`config.mk`:
```
export PLATFORM = sky130hd
export DESIGN_NAME = uart_tx_arbiter
export DESIGN_NICKNAME = d
export VERILOG_FILES = /design/src/rtl/uart_tx_arbiter.sv
export SDC_FILE = /design/constraint.sdc
export NUM_CORES = 1
export LEC_CHECK = 0
export ABC_AREA = 0
export CAP_MARGIN = 30
export CELL_PAD_IN_SITES_DETAIL_PLACEMENT = 0
export CELL_PAD_IN_SITES_GLOBAL_PLACEMENT = 2
export CORE_MARGIN = 5
export CORE_UTILIZATION = 26
export CTS_CLUSTER_SIZE = 30
export DETAILED_ROUTE_END_ITERATION = 12
export PLACE_DENSITY_LB_ADDON = 0.1
export SLEW_MARGIN = 20
export SYNTH_ARGS = -nofsm -noshare
export SYNTH_HDL_FRONTEND = slang
export SYNTH_SLANG_ARGS = --single-unit
export TNS_END_PERCENT = 30
```
`constraint.sdc`:
```
create_clock -name clk -period 4.63 [get_ports clk]
set_input_delay 0.926 -clock clk [delete_from_list [all_inputs] [get_ports clk]]
set_output_delay 0.926 -clock clk [all_outputs]
set_load 0.01 [all_outputs]
```
`src/rtl/uart_tx_arbiter.sv`:
```
// rtl/uart_tx_arbiter.sv - round-robin arbiter serialising 32-bit requester words onto a UART byte transmitter
// Optional per-frame source header byte enabled by defining UART_ARB_HEADER_EN.
module uart_tx_arbiter #(
    parameter int NUM_REQ = 3,
    parameter int SRC_W   = 2
) (
    input  logic                   clk,
    input  logic                   rst,
    input  logic [NUM_REQ-1:0]     req_valid,
    input  logic [32*NUM_REQ-1:0]  req_data,
    output logic [NUM_REQ-1:0]     req_ack,
    output logic                   tx_start,
    output logic [7:0]             tx_byte,
    input  logic                   tx_done,
    output logic                   busy,
    output logic [SRC_W-1:0]       cur_src
);

`ifdef UART_ARB_HEADER_EN
    localparam int SHIFT_W = 40;
`else
    localparam int SHIFT_W = 32;
`endif
    localparam int LAST_BYTE = SHIFT_W / 8 - 1;

    typedef enum logic [1:0] {S_IDLE, S_LOAD, S_SEND, S_WAIT} state_t;

    state_t             r_state;
    state_t             w_next;
    logic [SHIFT_W-1:0] r_shift;
    logic [2:0]         r_byte_cnt;
    logic [SRC_W-1:0]   r_grant;
    logic [SRC_W-1:0]   r_cur_src;
    logic [SRC_W-1:0]   r_last_grant;
    logic [SRC_W-1:0]   w_rr_grant;
    logic               w_rr_found;
    logic               w_grant_valid;
    logic [31:0]        w_word;
    logic               w_last_byte;

    // Search starts one past the previous owner so every requester gets a turn.
    always_comb begin
        w_rr_found = 1'b0;
        w_rr_grant = '0;
        for (int k = 1; k <= NUM_REQ; k++) begin
            if (!w_rr_found && req_valid[(int'(r_last_grant) + k) % NUM_REQ]) begin
                w_rr_found = 1'b1;
                w_rr_grant = SRC_W'((int'(r_last_grant) + k) % NUM_REQ);
            end
        end
    end

    assign w_grant_valid = req_valid[r_grant];
    assign w_word        = req_data[32*int'(r_grant) +: 32];
    assign w_last_byte   = (r_byte_cnt == 3'(LAST_BYTE));

    always_ff @(posedge clk or negedge rst) begin
        if (!rst) begin
            r_state <= S_IDLE;
        end else begin
            r_state <= w_next;
        end
    end

    always_comb begin
        w_next = r_state;
        case (r_state)
            S_IDLE:  if (w_rr_found) w_next = S_LOAD;
            // A requester that dropped its request after winning is treated as withdrawn.
            S_LOAD:  w_next = w_grant_valid ? S_SEND : S_IDLE;
            S_SEND:  w_next = S_WAIT;
            S_WAIT:  if (tx_done) w_next = w_last_byte ? S_IDLE : S_SEND;
            default: w_next = S_IDLE;
        endcase
    end

    always_ff @(posedge clk or negedge rst) begin
        if (!rst) begin
            r_shift      <= '0;
            r_byte_cnt   <= '0;
            r_grant      <= '0;
            r_cur_src    <= '0;
            r_last_grant <= SRC_W'(NUM_REQ - 1);
        end else begin
            case (r_state)
                S_IDLE: begin
                    if (w_rr_found) r_grant <= w_rr_grant;
                end
                S_LOAD: begin
                    if (w_grant_valid) begin
`ifdef UART_ARB_HEADER_EN
                        r_shift <= {8'hA0 | 8'(r_grant), w_word};
`else
                        r_shift <= w_word;
`endif
                        r_byte_cnt <= '0;
                        r_cur_src  <= r_grant;
                    end
                end
                S_WAIT: begin
                    if (tx_done) begin
                        if (w_last_byte) begin
                            r_last_grant <= r_cur_src;
                        end else begin
                            r_shift    <= r_shift << 8;
                            r_byte_cnt <= r_byte_cnt + 3'd1;
                        end
                    end
                end
                default: ;
            endcase
        end
    end

    always_comb begin
        busy     = (r_state != S_IDLE);
        tx_start = (r_state == S_SEND);
        tx_byte  = r_shift[SHIFT_W-1 -: 8];
        cur_src  = r_cur_src;
        req_ack  = '0;
        if (r_state == S_LOAD && w_grant_valid) req_ack[r_grant] = 1'b1;
    end

endmodule
```
==> flow_summary.toml, run 1 <==
[status]
status = "complete, no violations"

[logic_synthesis]
synth-seq-area-share = 0.3842
syn_nets = 428
postSynthAreaPerCell_um2 = 8.735
synth-main-ff-cell = "dfrtp_1"
ys_types = 37
synth_area_um2 = 2804
async_flop_share = 1.000
yosysWarnings = 0
syn-instance-count = 321
synth_edf_count = 0
ys_ff_latch = 43

[global_routing]
top_usage_layer = "met1"
antenna_found_initial = 0
grt_pass1_vias = 2734
overflow = 0
grt_use_met1 = 0.1884
met2_usage = 0.1865
grt_util_all_layers = 0.1288
grt_use_met3 = 0.03767
grt_max_degree = 51
grt_pass1_wl_um = 13500

[clock_network]
clk_pin_slew_ns = 0.09
cts_hold_buf = 0
clockBufferDepth = 2
cts_root_buf = "clkbuf_8"
cts_buffers = 5
cts_max_level = 2
clock_latency_ns = 0.30
ctsResizeCount = 0
postCtsSetupBuffers = 0
numClockSinks = 43
cts_tree = "built"

[floorplanning]
core_area_um2 = 10700
die_w_um = 113.8
dieArea_um2 = 12960
die_y_um = 113.8
rows = 38
ios = 117
start_util = 0.2621

[placed_design]
portBuffers = 116
dpl-instance-area_um2 = 4010
place_hpwl_um = 6151
dp_cells = 549
gp_congestion = 0.8328

[detailed_routing]
routed_wl_um = 8219
vias_per_cell = 4.595
drtPass1Iterations = 4
drc = 0
vias = 2564
drtIter0Drc = 75
ant_nets = 0
wire_per_inst_um = 14.73

[worst_setup_path]
cp-end-kind = "primary output"
start_kind = "primary input"
path_class = "in2out"
cp_max_fo = 5
critPathLaunch = "req_valid[2]"
cp.arrival_ns = 2.77
reg2reg_from = "r_grant[1]$_DFFE_PN0P_"
crit_required_ns = 3.70

[layout]
nets = 524
multi_input_area_um2 = 1501
final_cell_count_no_fill = 558
diodes = 0
drive_above_1_share = 0.05742
n_fill_cell = 1158
synthToLayoutAreaGrowth_pct = 47.03
final_area_um2 = 4123
seqCellArea_um2 = 1079

[timing]
finalHoldViolations = 0
setup_viol = 0
worstMarginPinSlew_ns = 0.8657
finalCriticalPeriod_ns = 3.695
maxSlewHeadroom = 0.4208
final-max-slew-violation-count = 0
period_share = 0.7980
skew_ns = 0.01368
hold-worst-slack_ns = 0.4845
tns_ns = 0
fmax_mhz = 270.7
rsz0062_at_grt = "no"

[run]
max_cap_viol_count = 0

[pwr]
p_leak_nw = 1.619
p_total_mw = 2.168
ir_drop_mv = 0.1952
power_density_nw_per_um2 = 525.9

[min_path]
min_path_type = "reg2reg"
min_from = "r_shift[10]$_DFFE_PN0P_"
## kinds of logic (layout without fill, tap and decap cells)
| kind of cell | Yosys count | count (layout) | synth area share |
|---|---|---|---|
| buffers and inverters | 43 | 140 | 0.08433 |
| AO/OA/AOI/OAI | 110 | 110 | 0.2428 |
| adder cells (fa/ha/maj) | 5 | 5 | 0.02231 |
| multiplexers | 39 | 39 | 0.1410 |
| flip-flops | 43 | 43 | 0.3842 |
| AND/OR/NAND/NOR | 81 | 81 | 0.1254 |
## final cells by class
| cell class | count | area share |
|---|---|---|
| clock buffer | 6 | 0.01760 |
| clock inverter | 2 | 0.003035 |
| inverter | 9 | 0.008194 |
| multi-input combinational | 235 | 0.3642 |
| sequential | 43 | 0.2616 |
| tap | 140 | 0.04249 |
| timing repair buffer | 123 | 0.3029 |
## state kept, by name, indices dropped and copies added (netlist names)
signal        cells
r_shift          32
r_state           2
r_last_grant      2
r_byte_cnt        3
r_grant           2
cur_src           2
## stage by stage
stage | util | worst slack [ns]
after floorplan | - | 1.978
after global placement | 0.3723 | 0.9630
after detailed placement | 0.3749 | 0.9461
after CTS | 0.3828 | 0.9169
after global routing | 0.3854 | 0.7749
final | 0.3854 | 0.9353
## worst max-delay path, cell delays in order
cell,delay (ns)
clkdlybuf4s50_1,0.54
mux2i_1,0.12
nor2_1,0.12
a21oi_1,0.07
nor3_2,0.21
nor3b_1,0.21
clkdlybuf4s50_1,0.57
## worst paths after layout
path                                      endpoint  slack (ns)  cells after the start
setup / recovery                        req_ack[0]        0.94                      7
hold / removal             r_shift[10]$_DFFE_PN0P_        0.48                      2
setup reg to reg            r_shift[5]$_DFFE_PN0P_        2.30                      7
hold reg to reg            r_shift[10]$_DFFE_PN0P_        0.48                      2
max in group asynchronous  r_shift[11]$_DFFE_PN0P_        3.50                      2
min in group asynchronous  r_shift[25]$_DFFE_PN0P_        0.63                      1
## cells in the mapped netlist, types with 2 or more instances
cell / count / share of area
a211o_1: 2 / 0.0062
o211ai_1: 24 / 0.064
buf_4: 13 / 0.035
ha_1: 5 / 0.022
nor3b_1: 2 / 0.0054
mux2_2: 2 / 0.0080
buf_6: 2 / 0.0080
or3_1: 2 / 0.0045
mux2i_1: 35 / 0.12
o21ai_0: 33 / 0.059
o2bb2ai_1: 2 / 0.0062
nand2b_1: 2 / 0.0045
mux2_1: 2 / 0.0080
dfrtp_1: 42 / 0.37
o21ai_1: 27 / 0.048
nor2b_1: 2 / 0.0045
buf_2: 9 / 0.016
nor2_1: 3 / 0.0040
nand2_1: 63 / 0.084
inv_1: 9 / 0.012
clkbuf_1: 9 / 0.012
a22o_1: 9 / 0.028
a21oi_1: 8 / 0.014
## cell usage in the layout (no fill, tap or decap), drive strengths merged, types with 2 or more instances in the layout
master / count
a211o: 2
nor2: 3
nand2: 63
a21oi: 8
o211ai: 25
nor3b: 2
inv: 9
o21ai: 60
or3: 2
ha: 5
clkdlybuf4s50: 115
mux2: 4
nor2b: 2
buf: 8
dfrtp: 42
a22o: 9
mux2i: 35
clkbuf: 6
o2bb2ai: 2
or2: 2
nand2b: 2
## report_power, final
group,switching [mW],leakage [nW],total [mW],internal (mW)
clock,0.133,0.0412,0.238,0.106
sequential,0.104,0.541,0.643,0.540
combinational,0.717,1.04,1.29,0.570
total,0.953,1.62,2.17,1.22
## metal layers
| metal | vias up | wire length [um] | share of wire |
|---|---|---|---|
| met3 | 6 | 632 | 0.077 |
| li1 | 1329 | - | - |
| met2 | 92 | 3409 | 0.41 |
| met5 | - | 0 | 0 |
| met1 | 1137 | 4105 | 0.50 |
| met4 | 0 | 73 | 0.0089 |
No activity file was read; power rests on OpenSTA's default activity.
==> run 2, diff against run 1 <==
Settings changed: CORE_UTILIZATION 26 to 24.
Clock period 4.63 ns to 3.65 ns, I/O delays scaled along.
==> run 2 against run 1 <==
Against the previous run:
- cell count grew 0.36%
- combinational power grew 22%
- via count grew 0.27%
- largest cell class unchanged
==> flow_summary.toml, run 2 (same netlist as run 1, synthesis figures left out) <==
[worst_setup_path]
path_cells = "clkdlybuf4s50_1 > mux2i_1 > nor2_1 > a21oi_1 > nor3_2 > nor3b_1 > clkdlybuf4s50_1"
cp_top_family = "buffers and inverters"
cp.buffers_inverters = 2
cp.arrival_ns = 2.65
start_kind = "primary input"
crit_required_ns = 2.92
cpPeakStageDelay_ns = 0.57
slowest_stage = "clkdlybuf4s50_1"
cp_max_fo = 5
crit_cells = 7
ff2ff_setup_slack_ns = 1.47
r2r_cells = 6
cp-end-kind = "primary output"
critPathMostFrequentCell = "clkdlybuf4s50_1"
path_class = "in2out"

[placed_design]
dp_cells = 552
dpl-instance-area_um2 = 4006
gp_congestion = 0.7825
portBuffers = 116
place_hpwl_um = 6107
post-place-ws_ns = 0.2560

[pwr]
p_leak_nw = 1.629
ir_drop_mv = 0.3072
power_density_nw_per_um2 = 686.0
p_total_mw = 2.845

[status]
status = "complete, no violations"

[detailed_routing]
vias_per_cell = 4.591
ant_nets = 0
vias = 2571
wire_per_inst_um = 15.00
routed_wl_um = 8402
drtPass1Iterations = 4
drtIter0Drc = 102
drc = 0

[layout]
final_cell_mix = "115 x clkdlybuf4s50_1, 62 x nand2_1, 41 x dfrtp_1"
largest_reg_flops = 32
utilization = 0.3632
synthToLayoutAreaGrowth_pct = 47.93
final_area_um2 = 4148
n_fill_cell = 1214
multi_input_area_um2 = 1501
layout_commonest_cell = "clkdlybuf4s50_1"
top_regs = "r_shift (32), r_byte_cnt (3)"
final_cell_count_no_fill = 560
drive_above_1_share = 0.05516
top_register = "r_shift"
nets = 523
diodes = 0
seqCellArea_um2 = 1079

[global_routing]
grt_util_all_layers = 0.1215
grt_pass1_wl_um = 14060
grt_pass1_vias = 2599
antenna_found_initial = 0
grt_max_degree = 59
overflow = 0

[timing]
fmax_mhz = 296.0
final.setup.worst_slack_ns = 0.2715
finalHoldViolations = 0
skew_ns = 0.006891
setup_viol = 0
tns_ns = 0
rsz0062_at_grt = "no"
hold-worst-slack_ns = 0.3590
final-max-slew-violation-count = 0
finalCriticalPeriod_ns = 3.379
worstMarginPinSlew_ns = 0.8950
period_share = 0.9256
maxSlewHeadroom = 0.4012

[clock_network]
cts_tree = "built"
numClockSinks = 43
ctsResizeCount = 0
clockBufferDepth = 2
cts_max_level = 2
cts_hold_buf = 0
cts_buffers = 5
cts_root_buf = "clkbuf_16"
postCtsSetupBuffers = 0
clk_pin_slew_ns = 0.06
clock_latency_ns = 0.28

[floorplanning]
die_y_um = 118.1
ios = 117
start_util = 0.2456
die_w_um = 118.1
rows = 39
dieArea_um2 = 13950
core_area_um2 = 11420

[run]
max_cap_viol_count = 0

[min_path]
min_path_type = "in2async"
## run 2: cell count changes in the layout (fill, tap and decap cells not counted)
cell       previous run  this run
clkbuf_8              5         0
buf_16                2         0
clkbuf_16             0         5
buf_12                0         1
## run 2: worst paths after layout
check / startpoint / to
max in group asynchronous: rst / r_last_grant[1]$_DFFE_PN1P_
min in group clk: r_shift[9]$_DFFE_PN0P_ / r_shift[9]$_DFFE_PN0P_
setup reg to reg: r_grant[1]$_DFFE_PN0P_ / r_shift[3]$_DFFE_PN0P_
hold reg to reg: r_shift[9]$_DFFE_PN0P_ / r_shift[9]$_DFFE_PN0P_
setup / recovery: req_valid[2] / req_ack[0]
hold / removal: rst / r_shift[24]$_DFFE_PN0P_
## run 2: worst register-to-register path, delay by kind of cell (launching register included)
family	cells	cell delay, ns
AOI/OAI and AO/OA	3	0.67
buffers and inverters	2	0.65
DFF	1	0.48
and+or+nand+nor	1	0.27
## run 2: power breakdown
| part | internal (mW) | switching, mW |
|---|---|---|
| clock | 0.252 | 0.178 |
| sequential | 0.686 | 0.146 |
| combinational | 0.687 | 0.895 |
## run 2: layout make-up
class,instances,share of cell area
multi-input combinational,235,0.3620
timing repair buffer,122,0.2926
sequential,43,0.2600
tap,143,0.04314
clock buffer,6,0.03107
inverter,9,0.008145
clock inverter,2,0.003017
## run 2: routing by layer
layer | up-vias | track usage | wire length, um | part of all wire
li1 | 1325 | - | - | -
met1 | 1155 | 0.1775 | 4383 | 0.52
met2 | 89 | 0.1786 | 3518 | 0.42
met3 | 2 | 0.03844 | 464 | 0.055
met4 | 0 | 0.01720 | 35 | 0.0042
met5 | - | 0 | 0 | 0
==> run 3, diff against run 2 <==
Settings changed: CELL_PAD_IN_SITES_DETAIL_PLACEMENT 0 to default, CELL_PAD_IN_SITES_GLOBAL_PLACEMENT 2 to default, CORE_MARGIN 5 to 8, CORE_UTILIZATION 24 to 30, PLACE_DENSITY_LB_ADDON 0.1 to default.
==> run 3 against run 2 <==
Against the previous run:
- critical path depth did not move
- count of clock-buffer cells in the layout down 1
- setup slack improved by 0.083 ns
- total power decreased by 5.7%
- hold slack worse by 0.014 ns
- die area down 9.0%
- core utilization up 8.0 points
- maximum frequency increased by 2.5%
- sequential power is 2% higher
- global-route usage rose by 0.66 points
- combinational power is 4% lower
- flip-flop and latch count unchanged
- highest routed layer unchanged
==> flow_summary.toml, run 3 (same netlist as run 1, synthesis figures left out) <==
[floorplanning]
rows = 35
core_area_um2 = 9153
die_y_um = 112.7
ios = 117
die_w_um = 112.7
start_util = 0.3064
dieArea_um2 = 12700

[worst_setup_path]
cp.buffers_inverters = 2
cpPeakStageDelay_ns = 0.57
path_class = "in2out"
path_cells = "clkdlybuf4s50_1 > mux2i_1 > nor2_1 > a21oi_1 > nor3_2 > nor3b_1 > clkdlybuf4s50_1"
cp-end-kind = "primary output"
cp_top_family = "buffers and inverters"
cp.arrival_ns = 2.57
cp_max_fo = 5
crit_required_ns = 2.92
slowest_stage = "clkdlybuf4s50_1"
start_kind = "primary input"
critPathMostFrequentCell = "clkdlybuf4s50_1"

[detailed_routing]
ant_nets = 0
wire_per_inst_um = 15.24
drc = 0
vias = 2603
drtIter0Drc = 97
drtPass1Iterations = 4
vias_per_cell = 4.930
routed_wl_um = 8048

[layout]
largest_reg_flops = 32
layout_commonest_cell = "clkdlybuf4s50_1"
synthToLayoutAreaGrowth_pct = 44.76
final_cell_mix = "115 x clkdlybuf4s50_1, 62 x nand2_1, 41 x dfrtp_1"
drive_above_1_share = 0.05755
nets = 523
n_fill_cell = 918
multi_input_area_um2 = 1501
top_register = "r_shift"
top_regs = "r_shift (32), r_byte_cnt (3)"
final_area_um2 = 4059
seqCellArea_um2 = 1079
utilization = 0.4435
diodes = 0

[placed_design]
dpl-instance-area_um2 = 3966
place_hpwl_um = 6207
portBuffers = 116
gp_congestion = 0.8376

[timing]
period_share = 0.9029
rsz0062_at_grt = "no"
maxSlewHeadroom = 0.4756
fmax_mhz = 303.4
tns_ns = 0
finalHoldViolations = 0
hold-worst-slack_ns = 0.3449
skew_ns = 0.009227
setup_viol = 0
final-max-slew-violation-count = 0
worstMarginPinSlew_ns = 0.7838
finalCriticalPeriod_ns = 3.296

[pwr]
p_total_mw = 2.684
ir_drop_mv = 0.3718
p_leak_nw = 1.603
power_density_nw_per_um2 = 661.2

[global_routing]
top_usage_layer = "met2"
overflow = 0
grt_util_all_layers = 0.1282
grt_pass1_vias = 2729
antenna_found_initial = 0
grt_use_met1 = 0.1614
met2_usage = 0.2039
grt_use_met3 = 0.04938
grt_pass1_wl_um = 13460
grt_max_degree = 59

[clock_network]
ctsResizeCount = 0
postCtsSetupBuffers = 0
cts_buffers = 5
cts_hold_buf = 0
cts_max_level = 2
clock_latency_ns = 0.30
numClockSinks = 43
clk_pin_slew_ns = 0.08
cts_root_buf = "clkbuf_8"
cts_tree = "built"
clockBufferDepth = 2

[min_path]
min_path_type = "in2async"

[status]
status = "complete, no violations"

[run]
max_cap_viol_count = 0
## run 3: final cells by class
class	instances	area share
Multi-Input combinational cell	235	0.3699
Timing Repair Buffer	122	0.2990
Sequential cell	43	0.2657
Tap cell	111	0.03422
Clock buffer	5	0.01695
Inverter	9	0.008323
Clock inverter	3	0.005857
## run 3: final timing paths
| check | from | to | slack, ns | cells after the start |
|---|---|---|---|---|
| worst min-delay path | rst | r_grant[0]$_DFFE_PN0P_ | 0.34 | 1 |
| worst max register to register | r_grant[1]$_DFFE_PN0P_ | r_shift[6]$_DFFE_PN0P_ | 1.30 | 6 |
| worst min register to register | r_shift[9]$_DFFE_PN0P_ | r_shift[9]$_DFFE_PN0P_ | 0.48 | 2 |
| worst max-delay path | req_valid[2] | req_ack[0] | 0.35 | 7 |
| max in group asynchronous | rst | r_shift[4]$_DFFE_PN0P_ | 2.83 | 2 |
| min in group clk | r_shift[9]$_DFFE_PN0P_ | r_shift[9]$_DFFE_PN0P_ | 0.48 | 2 |
## run 3: layer usage
| metal | vias up | routed length (um) |
|---|---|---|
| li1 | 1327 | - |
| met4 | 0 | 65 |
| met5 | - | 0 |
| met2 | 100 | 3561 |
| met1 | 1168 | 3709 |
| met3 | 8 | 711 |
## run 3: worst reg2reg max path: stages, from the launching register on
cell and delay, ns:
dfrtp_2 0.68, and2b_4 0.26, buf_4 0.23, o2bb2ai_1 0.22, o211ai_4 0.17, buf_4 0.49, a22o_1 0.26
## run 3: metrics by stage
step                cells  setup slack (ns)
floorplan             321             1.390
global placement      519            0.3965
detailed placement    520            0.3425
CTS                   528            0.3214
global route          528            0.1674
finish                528            0.3544
## run 3: power by group
| part | switching [mW] | internal (mW) | total, mW |
|---|---|---|---|
| Combinational | 0.838 | 0.686 | 1.52 |
| Sequential | 0.165 | 0.684 | 0.849 |
| Clock | 0.173 | 0.137 | 0.310 |
| Total | 1.18 | 1.51 | 2.68 |
